===== config.mk =====
export PLATFORM = sky130hd
export DESIGN_NAME = obuft_share_arbiter
export DESIGN_NICKNAME = d
export VERILOG_FILES = /design/src/rtl/obuft_share_arbiter.sv
export SDC_FILE = /design/constraint.sdc
export NUM_CORES = 1
export LEC_CHECK = 0
export CAP_MARGIN = 20
export CORE_AREA = 2 2 57 59
export CTS_BUF_LIST = sky130_fd_sc_hd__clkbuf_2 sky130_fd_sc_hd__clkbuf_4 sky130_fd_sc_hd__clkbuf_8
export CTS_CLUSTER_SIZE = 30
export DETAILED_ROUTE_END_ITERATION = 10
export DIE_AREA = 0 0 59 61
export GPL_TIMING_DRIVEN = 0
export PLACE_DENSITY = 0.57
export SLEW_MARGIN = 0
export SYNTH_ARGS = -nofsm -noshare
export SYNTH_HDL_FRONTEND = slang
export SYNTH_SLANG_ARGS = --single-unit

===== constraint.sdc =====
create_clock -name clk -period 1.9 [get_ports clk]
set_input_delay 0.475 -clock clk [delete_from_list [all_inputs] [get_ports clk]]
set_output_delay 0.475 -clock clk [all_outputs]
set_load 0.02 [all_outputs]

===== src/rtl/obuft_share_arbiter.sv =====
// obuft_share_arbiter
//   Round-robin arbiter sharing one tristate output buffer (OBUFT/OBUFTDS
//   class) between NREQ requesters. Every ownership change is wrapped in
//   high-Z turnaround windows, and the drive time is capped while other
//   requesters are waiting.
//
//   clk    : single clock, rising edge
//   rst_n  : asynchronous active-low reset
//   req    : level request per requester
//   data   : per-requester output bit (only the owner's bit is used)
//   grant  : one-hot ownership, zero when unowned
//   out_i  : buffer data input
//   out_t  : buffer tristate control, 1 = high-Z
//   busy   : high whenever the arbiter is not idle
module obuft_share_arbiter #(
   parameter int unsigned NREQ        = 4,
   parameter int unsigned TURN_CYCLES = 2,
   parameter int unsigned HOLD_CYCLES = 16
) (
   input  logic            clk,
   input  logic            rst_n,
   input  logic [NREQ-1:0] req,
   input  logic [NREQ-1:0] data,
   output logic [NREQ-1:0] grant,
   output logic            out_i,
   output logic            out_t,
   output logic            busy
);

   localparam int unsigned IW = (NREQ > 1)        ? $clog2(NREQ)        : 1;
   localparam int unsigned TW = (TURN_CYCLES > 1) ? $clog2(TURN_CYCLES) : 1;
   localparam int unsigned HW = (HOLD_CYCLES > 1) ? $clog2(HOLD_CYCLES) : 1;

   localparam logic [IW-1:0] LAST_RST  = IW'(NREQ - 1);
   localparam logic [TW-1:0] TURN_LOAD = TW'(TURN_CYCLES - 1);
   localparam logic [HW-1:0] HOLD_MAX  = HW'(HOLD_CYCLES - 1);

   typedef enum logic [1:0] {
      IDLE    = 2'd0,
      ENABLE  = 2'd1,
      DRIVE   = 2'd2,
      DISABLE = 2'd3
   } state_t;

   state_t          state_q, state_d;
   logic [NREQ-1:0] grant_q, grant_d;
   logic            out_i_q, out_i_d;
   logic            out_t_q, out_t_d;
   logic            busy_q,  busy_d;
   logic [IW-1:0]   last_q,  last_d;
   logic [TW-1:0]   turn_q,  turn_d;
   logic [HW-1:0]   hold_q,  hold_d;

   logic [IW-1:0]   scan_idx;
   logic [IW-1:0]   win_idx;
   logic [NREQ-1:0] win_onehot;
   logic            found;
   logic            req_g;
   logic            data_g;
   logic            others_req;

   // Round-robin search starting just after the previous winner.
   always_comb begin
      found    = 1'b0;
      scan_idx = '0;
      win_idx  = last_q;
      for (int unsigned i = 1; i <= NREQ; i++) begin
         scan_idx = IW'((32'(last_q) + i) % NREQ);
         if (!found && req[scan_idx]) begin
            found   = 1'b1;
            win_idx = scan_idx;
         end
      end
      win_onehot = NREQ'(1) << win_idx;
   end

   // last_q doubles as the current owner index: it is loaded with the
   // winner on the same edge that sets grant and is stable until the next
   // arbitration.
   assign req_g      = req[last_q];
   assign data_g     = data[last_q];
   assign others_req = |(req & ~grant_q);

   always_comb begin
      state_d = state_q;
      grant_d = grant_q;
      last_d  = last_q;
      turn_d  = turn_q;
      hold_d  = '0;

      case (state_q)
         IDLE: begin
            if (|req) begin
               state_d = ENABLE;
               grant_d = win_onehot;
               last_d  = win_idx;
               turn_d  = TURN_LOAD;
            end
         end

         ENABLE: begin
            if (!req_g) begin
               state_d = DISABLE;
               grant_d = '0;
               turn_d  = TURN_LOAD;
            end else if (turn_q == '0) begin
               state_d = DRIVE;
            end else begin
               turn_d = turn_q - TW'(1);
            end
         end

         DRIVE: begin
            // Owner release and contended hold limit share one exit path.
            if (!req_g || ((hold_q == HOLD_MAX) && others_req)) begin
               state_d = DISABLE;
               grant_d = '0;
               turn_d  = TURN_LOAD;
            end else begin
               hold_d = (hold_q == HOLD_MAX) ? hold_q : hold_q + HW'(1);
            end
         end

         DISABLE: begin
            grant_d = '0;
            if (turn_q == '0) begin
               state_d = IDLE;
            end else begin
               turn_d = turn_q - TW'(1);
            end
         end

         default: begin
            state_d = IDLE;
            grant_d = '0;
         end
      endcase

      // Outputs are registered images of the next state, so out_t is only
      // low while the state register holds DRIVE.
      out_t_d = (state_d != DRIVE);
      busy_d  = (state_d != IDLE);
      out_i_d = (state_d == DRIVE) ? data_g : 1'b0;
   end

   always_ff @(posedge clk or negedge rst_n) begin
      if (!rst_n) begin
         state_q <= IDLE;
         grant_q <= '0;
         out_i_q <= 1'b0;
         out_t_q <= 1'b1;
         busy_q  <= 1'b0;
         last_q  <= LAST_RST;
         turn_q  <= '0;
         hold_q  <= '0;
      end else begin
         state_q <= state_d;
         grant_q <= grant_d;
         out_i_q <= out_i_d;
         out_t_q <= out_t_d;
         busy_q  <= busy_d;
         last_q  <= last_d;
         turn_q  <= turn_d;
         hold_q  <= hold_d;
      end
   end

   assign grant = grant_q;
   assign out_i = out_i_q;
   assign out_t = out_t_q;
   assign busy  = busy_q;

endmodule


Word-level counts from Yosys, hierarchy flattened
Index checks and enable logic that the tools add are counted.
- memory bits (writable): 0
- bits in latches: 0
- memories kept: 0
- register bits after elaboration: 16
- ROM bits: 0
- output and inout port bits: 7
- bitwise logic cells: 2
- shift-type cells: 1
- equal/unequal tests: 10
- order comparisons: 5
- mux-type cells: 38
- $add $sub $neg: 6
- reduce and logical (&&, ||, !) cells: 16
- multiply operators: 0
- divide/modulo/power cells: 0
- operators with widths (kind ; number):
    two-way mux 4 bit ; 6
    two-way mux 2 bit ; 9
    one-hot mux 4 bit (4 select lines) ; 1
    < comparator 2 x 3 -> 1 bit (second input constant) ; 5
    two-way mux 1 bit ; 14
    binary-select mux 1 bit (select 2 bit) ; 6
    inequality test 2 bit (second input constant) ; 4
    one-hot mux 2 bit (4 select lines) ; 1
    OR reduction 4 bit ; 2
    == test 2 bit (second input constant) ; 3
    adder 2 x 1 -> 2 bit (second input constant) ; 2
    adder 2 bit (second input constant) ; 2
    adder 4 x 1 -> 4 bit (second input constant) ; 1
    bitwise AND 4 bit ; 1
    == test 4 bit (second input constant) ; 1
    logical AND 1 bit ; 4
    zero test 1 bit ; 4
    NOT 4 bit ; 1
    one-hot mux 1 bit (4 select lines) ; 1
    AND reduction 2 bit ; 2
    << shifter 1 x 2 -> 4 bit (first input constant) ; 1
    inequality test 3 bit (second input constant) ; 1
    AND reduction 3 bit ; 1
    == test 2 x 1 -> 1 bit (second input constant) ; 1
    4 further kinds ; 4

Logic depth before layout (Yosys ltp)
- depth after elaboration: 16
- gate-level depth with buffers: 5
- gate-level depth less buffers: 5

Worst setup path before layout
Ideal clock, no wire load.
- path kind: reg-to-reg
- start point: register last_q[0]
- end point: register grant_q[0] (netlist: grant[0])
- data required time: 1.779 ns
- stages on the path, launching flop included: 5
- arrival: 1.588 ns
- setup time: 0.121 ns
- path buffers: 0
- setup slack: 0.191 ns
- cell sequence: dfstp_2 mux4_2 a21oi_2 a2111oi_4 a22o_1
- longest elaborated chain between the ends: 16
- elaborated cells between the ends (all ways): 35
- ends and longest elaborated chain (what ; line ; source):
    from (decl) ; 50 ; logic [IW-1:0] last_q, last_d;
    from (signal assigned) ; 162 ; last_q <= last_d;
    adder 2 x 1 -> 2 bit ; 68 ; scan_idx = IW'((32'(last_q) + i) % NREQ);
    binary-select mux 1 bit (select 2 bit) ; 69 ; if (!found && req[scan_idx]) begin
    two-way mux 1 bit (not written as such) ; 69 ;
    two-way mux 1 bit ; 69 ;
    zero test 1 bit ; 69 ;
    logical AND 1 bit ; 69 ;
    two-way mux 1 bit ; 69 ;
    zero test 1 bit ; 69 ;
    logical AND 1 bit ; 69 ;
    two-way mux 1 bit ; 69 ;
    zero test 1 bit ; 69 ;
    logical AND 1 bit ; 69 ;
    two-way mux 2 bit ; 69 ;
    << shifter 1 x 2 -> 4 bit ; 74 ; win_onehot = NREQ'(1) << win_idx;
    two-way mux 4 bit ; 93 ; if (|req) begin
    one-hot mux 4 bit (4 select lines) ; 91 ; case (state_q)
    to (signal assigned) ; 158 ; grant_q <= grant_d;
    to (decl) ; 46 ; logic [NREQ-1:0] grant_q, grant_d;
Parallel ways exist; a longest one is shown, timed or not. The select of a mux whose other input is x is not followed.
A chain may end at the register's enable or synchronous reset.

Final worst setup path
Same ends and word-level chain as after synthesis.

==> results.rst <==
.. list-table::
   :header-rows: 1

   * - Metric
     - Value
   * - Result of the run
     - complete, no violations
   * - Class of the tightest hold or removal check
     - reg -> reg
   * - Setup TNS
     - 0 ps
   * - Dpl cells
     - 137
   * - Placed instance area
     - about 1100 sq um
   * - Max Clock Skew
     - ~4.9 ps
   * - Mean instance size in the synthesized netlist
     - roughly 11 sq um
   * - Wire per inst
     - 13.71 um
   * - Number of nets in the layout
     - roughly 120
   * - Post-Synth Adder-Cell Area
     - 1.353%
   * - I/O Buffers
     - 16
   * - Setup repair after global routing missed its margin
     - no
   * - Pins over their slew limit
     - 0
   * - Last weighted congestion value of the routability-driven placer
     - around 0.74
   * - FF+latch count, synth
     - 16
   * - Critical path peak fanout
     - 7
   * - Root cell of the clock tree
     - sky130_fd_sc_hd__clkbuf_4
   * - Worst setup EP type
     - register
   * - Clock latency at the later pin of the worst-skew pair
     - 280 ps
   * - Required @ worst endpoint
     - 2080 ps
   * - Reported max-cap violation count
     - 0
   * - Achievable frequency
     - roughly 560 MHz
   * - Slew Limit Headroom
     - 50.39%
   * - Finished Layout Cells
     - about 140
   * - Clock Tree Buf Depth
     - 2
   * - Horiz. Die Dim
     - between 50 and 60 um
   * - Final HPWL from detailed placement
     - 1450 um
   * - Hold Crit Start
     - grant[3]$_DFFE_PN0P_
   * - Peak ir drop on the vdd network
     - 604.0 uV
   * - Overall via count from detail_route
     - between 700 and 800
   * - Cts hold-fix bufs
     - 0
   * - Count of unresolved DRC violations after routing
     - 0
   * - GRT Residual Overflow
     - 0
   * - Top library cells by usage in the layout, fill and taps aside
     - sky130_fd_sc_hd__dfrtp_1 (13), sky130_fd_sc_hd__clkdlybuf4s50_1 (11), sky130_fd_sc_hd__nor2_1 (8)
   * - Count of routing violations after the opening detailed-route iteration
     - 11
   * - DIE HEIGHT
     - 61 um
   * - Post-synthesis compound-gate area fraction
     - 19.76%
   * - Min Clock Period, post-route
     - roughly 1800 ps
   * - Simple-gate portion of the synthesized area
     - between 20% and 30%
   * - Cell area after layout
     - around 1200 sq um
   * - Share of the core filled with cells in the final layout
     - around two fifths
   * - Area share of the leading cell type in the synthesized netlist
     - 35.18%
   * - Io pins
     - 17
   * - Share of synthesized area spent on multiplexers
     - between 8 and 9%
   * - Setup CP Type
     - reg -> reg
   * - Worst-path cell with the longest stage delay
     - sky130_fd_sc_hd__dfstp_2
   * - Sequential area share after synthesis
     - between 40% and 50%
   * - Syn. warnings
     - 0
   * - Start point of the critical path
     - last_q[0]$_DFFE_PN1P_
   * - Pin count of the biggest net entering global routing
     - 17
   * - Detailed Routing Iterations Pass 1
     - 4
   * - Antenna diodes
     - 0
   * - Cell class contributing the biggest share of worst-path delay
     - flip-flops
   * - Buffers plus inverters on the worst setup path
     - 0
   * - Startpoint of the most critical register-to-register path
     - last_q[0]$_DFFE_PN1P_
   * - Total length of routed wires
     - around 2000 um
   * - Cells along the critical path
     - mux4_2, a21oi_2, a2111oi_4, a22o_1
   * - Post-Syn Nets
     - between 90 and 100
   * - Worst Setup Slack, final
     - roughly 110 ps
   * - Total of endpoints with negative setup slack in the final report
     - 0
   * - Vias per Instance
     - 5.243
   * - Pre-CTS setup slack
     - -374.4 ps
   * - Clock edge transition at the registers on the reported setup and hold paths
     - about 90 ps
   * - Top cell type by total area after synthesis
     - sky130_fd_sc_hd__dfrtp_1
   * - Sinks on the clock net
     - 16
   * - TritonCTS clock tree
     - built
   * - Hold Violations, Final
     - 0
   * - Antenna violations before repair
     - 0
   * - Most frequent standard cell in the layout excluding fill and tap cells
     - sky130_fd_sc_hd__dfrtp_1
   * - Critical Path Max Stage Delay
     - slightly above 600 ps
   * - Most frequently used flop master after synthesis
     - sky130_fd_sc_hd__dfrtp_1
   * - Launching element type of the critical path
     - register
   * - Cell Rows
     - 20
   * - Full die area
     - ~3600 sq um
   * - Starting utilization of the core area
     - 31.31%
   * - Gr usage total
     - about 13%
   * - Combinational family with the most area after synthesis
     - simple AND/OR/NAND/NOR gates
   * - Power density cells
     - 1387 nW/um^2
   * - Vias in the first global route
     - roughly 770
   * - Share of cells above drive strength 1
     - ~21%
   * - Netlist Area Pre-Place
     - about 900 sq um
   * - Number of nets with antenna violations after routing
     - 0
   * - Ys async rst share
     - 100.0%
   * - Distinct cell type count after synthesis
     - 37
   * - H-tree depth
     - 1
   * - Layout area overhead
     - 31.39%
   * - Leakage
     - 0.5272 nW
   * - Number of buffers created by CTS
     - 3
   * - Transition at the pin with the smallest max-transition slack
     - about 740 ps
   * - Number of enable-type register cells in the synthesized netlist
     - 0
   * - Area share of xor/xnor cells in the synthesized design
     - less than 1%
   * - Post-synthesis instance total
     - just under 90
   * - Post-route fraction of the period consumed by the critical path
     - 94.40%
   * - Core Area
     - 2953 sq um
   * - Dominant cells by area after synthesis
     - sky130_fd_sc_hd__dfrtp_1 (35%), sky130_fd_sc_hd__dfstp_2 (8.5%), sky130_fd_sc_hd__nand2b_1 (4.1%), sky130_fd_sc_hd__nor2_1 (3.2%), sky130_fd_sc_hd__a2111oi_4 (3.0%)
   * - Critical Path AT
     - slightly below 2000 ps
   * - First-pass GRT wire length
     - 3408 um
[worst register-to-register path: stages (launching register included)]
cell and delay, ps:
sky130_fd_sc_hd__dfstp_2 610, sky130_fd_sc_hd__mux4_2 570, sky130_fd_sc_hd__a21oi_2 180, sky130_fd_sc_hd__a2111oi_4 60, sky130_fd_sc_hd__a22o_1 250
[timing repair]
| item | 4_1_cts | 5_1_grt |
|---|---|---|
| setup buffers | 2 | 1 |
| endpoints found under the hold margin | 0 | 0 |
| pin swaps | 1 | 1 |
| endpoints found under the setup margin | 4 | 11 |
| resized for setup | 2 | 6 |
[path summary, 6_finish.rpt]
path,depth (start not counted),end,slack (ps)
setup / recovery,4,grant[0]$_DFFE_PN0P_,110
hold / removal,1,grant[3]$_DFFE_PN0P_,530
setup reg to reg,4,grant[0]$_DFFE_PN0P_,110
hold reg to reg,1,grant[3]$_DFFE_PN0P_,530
max in group asynchronous,1,state_q[1]$_DFF_PN0_,810
min in group asynchronous,1,out_i$_DFF_PN0_,620
[where the power goes]
group | switching [W] | total [W] | internal, W
Sequential | 0.0000935 | 0.000574 | 0.000481
Clock | 0.000103 | 0.000220 | 0.000117
Combinational | 0.000467 | 0.000891 | 0.000424
Total | 0.000663 | 0.00168 | 0.00102
[cells in the mapped netlist, types with 2 or more instances]
cell,instances
sky130_fd_sc_hd__a22o_1,3
sky130_fd_sc_hd__dfrtp_1,13
sky130_fd_sc_hd__nand2_1,4
sky130_fd_sc_hd__and2_1,3
sky130_fd_sc_hd__inv_1,3
sky130_fd_sc_hd__nor3_1,4
sky130_fd_sc_hd__nor2_1,8
sky130_fd_sc_hd__dfstp_2,3
sky130_fd_sc_hd__nand3_1,4
sky130_fd_sc_hd__a32o_1,2
sky130_fd_sc_hd__mux2i_1,2
sky130_fd_sc_hd__nor2b_1,2
sky130_fd_sc_hd__nand2b_1,6
sky130_fd_sc_hd__o21ai_0,5
sky130_fd_sc_hd__buf_2,2
sky130_fd_sc_hd__a21oi_1,2
sky130_fd_sc_hd__or2_2,2
[cell families after synthesis]
| group | count (synthesis) |
|---|---|
| xor gates and xnor gates | 1 |
| muxes | 5 |
| adders and majority gates | 1 |
| DFF | 16 |
| AOI/OAI and AO/OA | 21 |
| buffers and inverters | 6 |
| and+or+nand+nor | 38 |
[metal layers]
| metal | GRT usage (%) | routed length [um] | vias to the layer above |
|---|---|---|---|
| li1 | - | - | 373 |
| met1 | 15.17 | 874 | 361 |
| met2 | 21.59 | 972 | 19 |
| met3 | 5.117 | 116 | 2 |
| met4 | 2.597 | 10 | 0 |
| met5 | 0 | 0 | - |
[registers in the layout, summed over array words and instances, names as in the netlist]
| signal | flops |
|---|---|
| state_q | 2 |
| hold_q | 4 |
| last_q | 2 |
| out_i | 1 |
| grant | 4 |
| turn_q | 1 |
| out_t | 1 |
| busy | 1 |
[final cells by class]
cell class                 count  area, sq um
timing repair buffer          19        191.4
inverter                       3        11.26
fill                         296         1738
tap                           33        41.29
sequential                    16        404.1
clock buffer                   4        36.28
multi-input combinational     66        516.7
buffer                         3        13.76
[metrics by stage]
step	hold slack [ps]	power (W)
floorplan	179.4	0.001177
global placement	503.5	0.001413
detailed placement	516.0	0.001444
CTS	541.4	0.001708
global route	585.5	0.001829
finish	529.8	0.001685
Power figures use the tool's default switching activity.
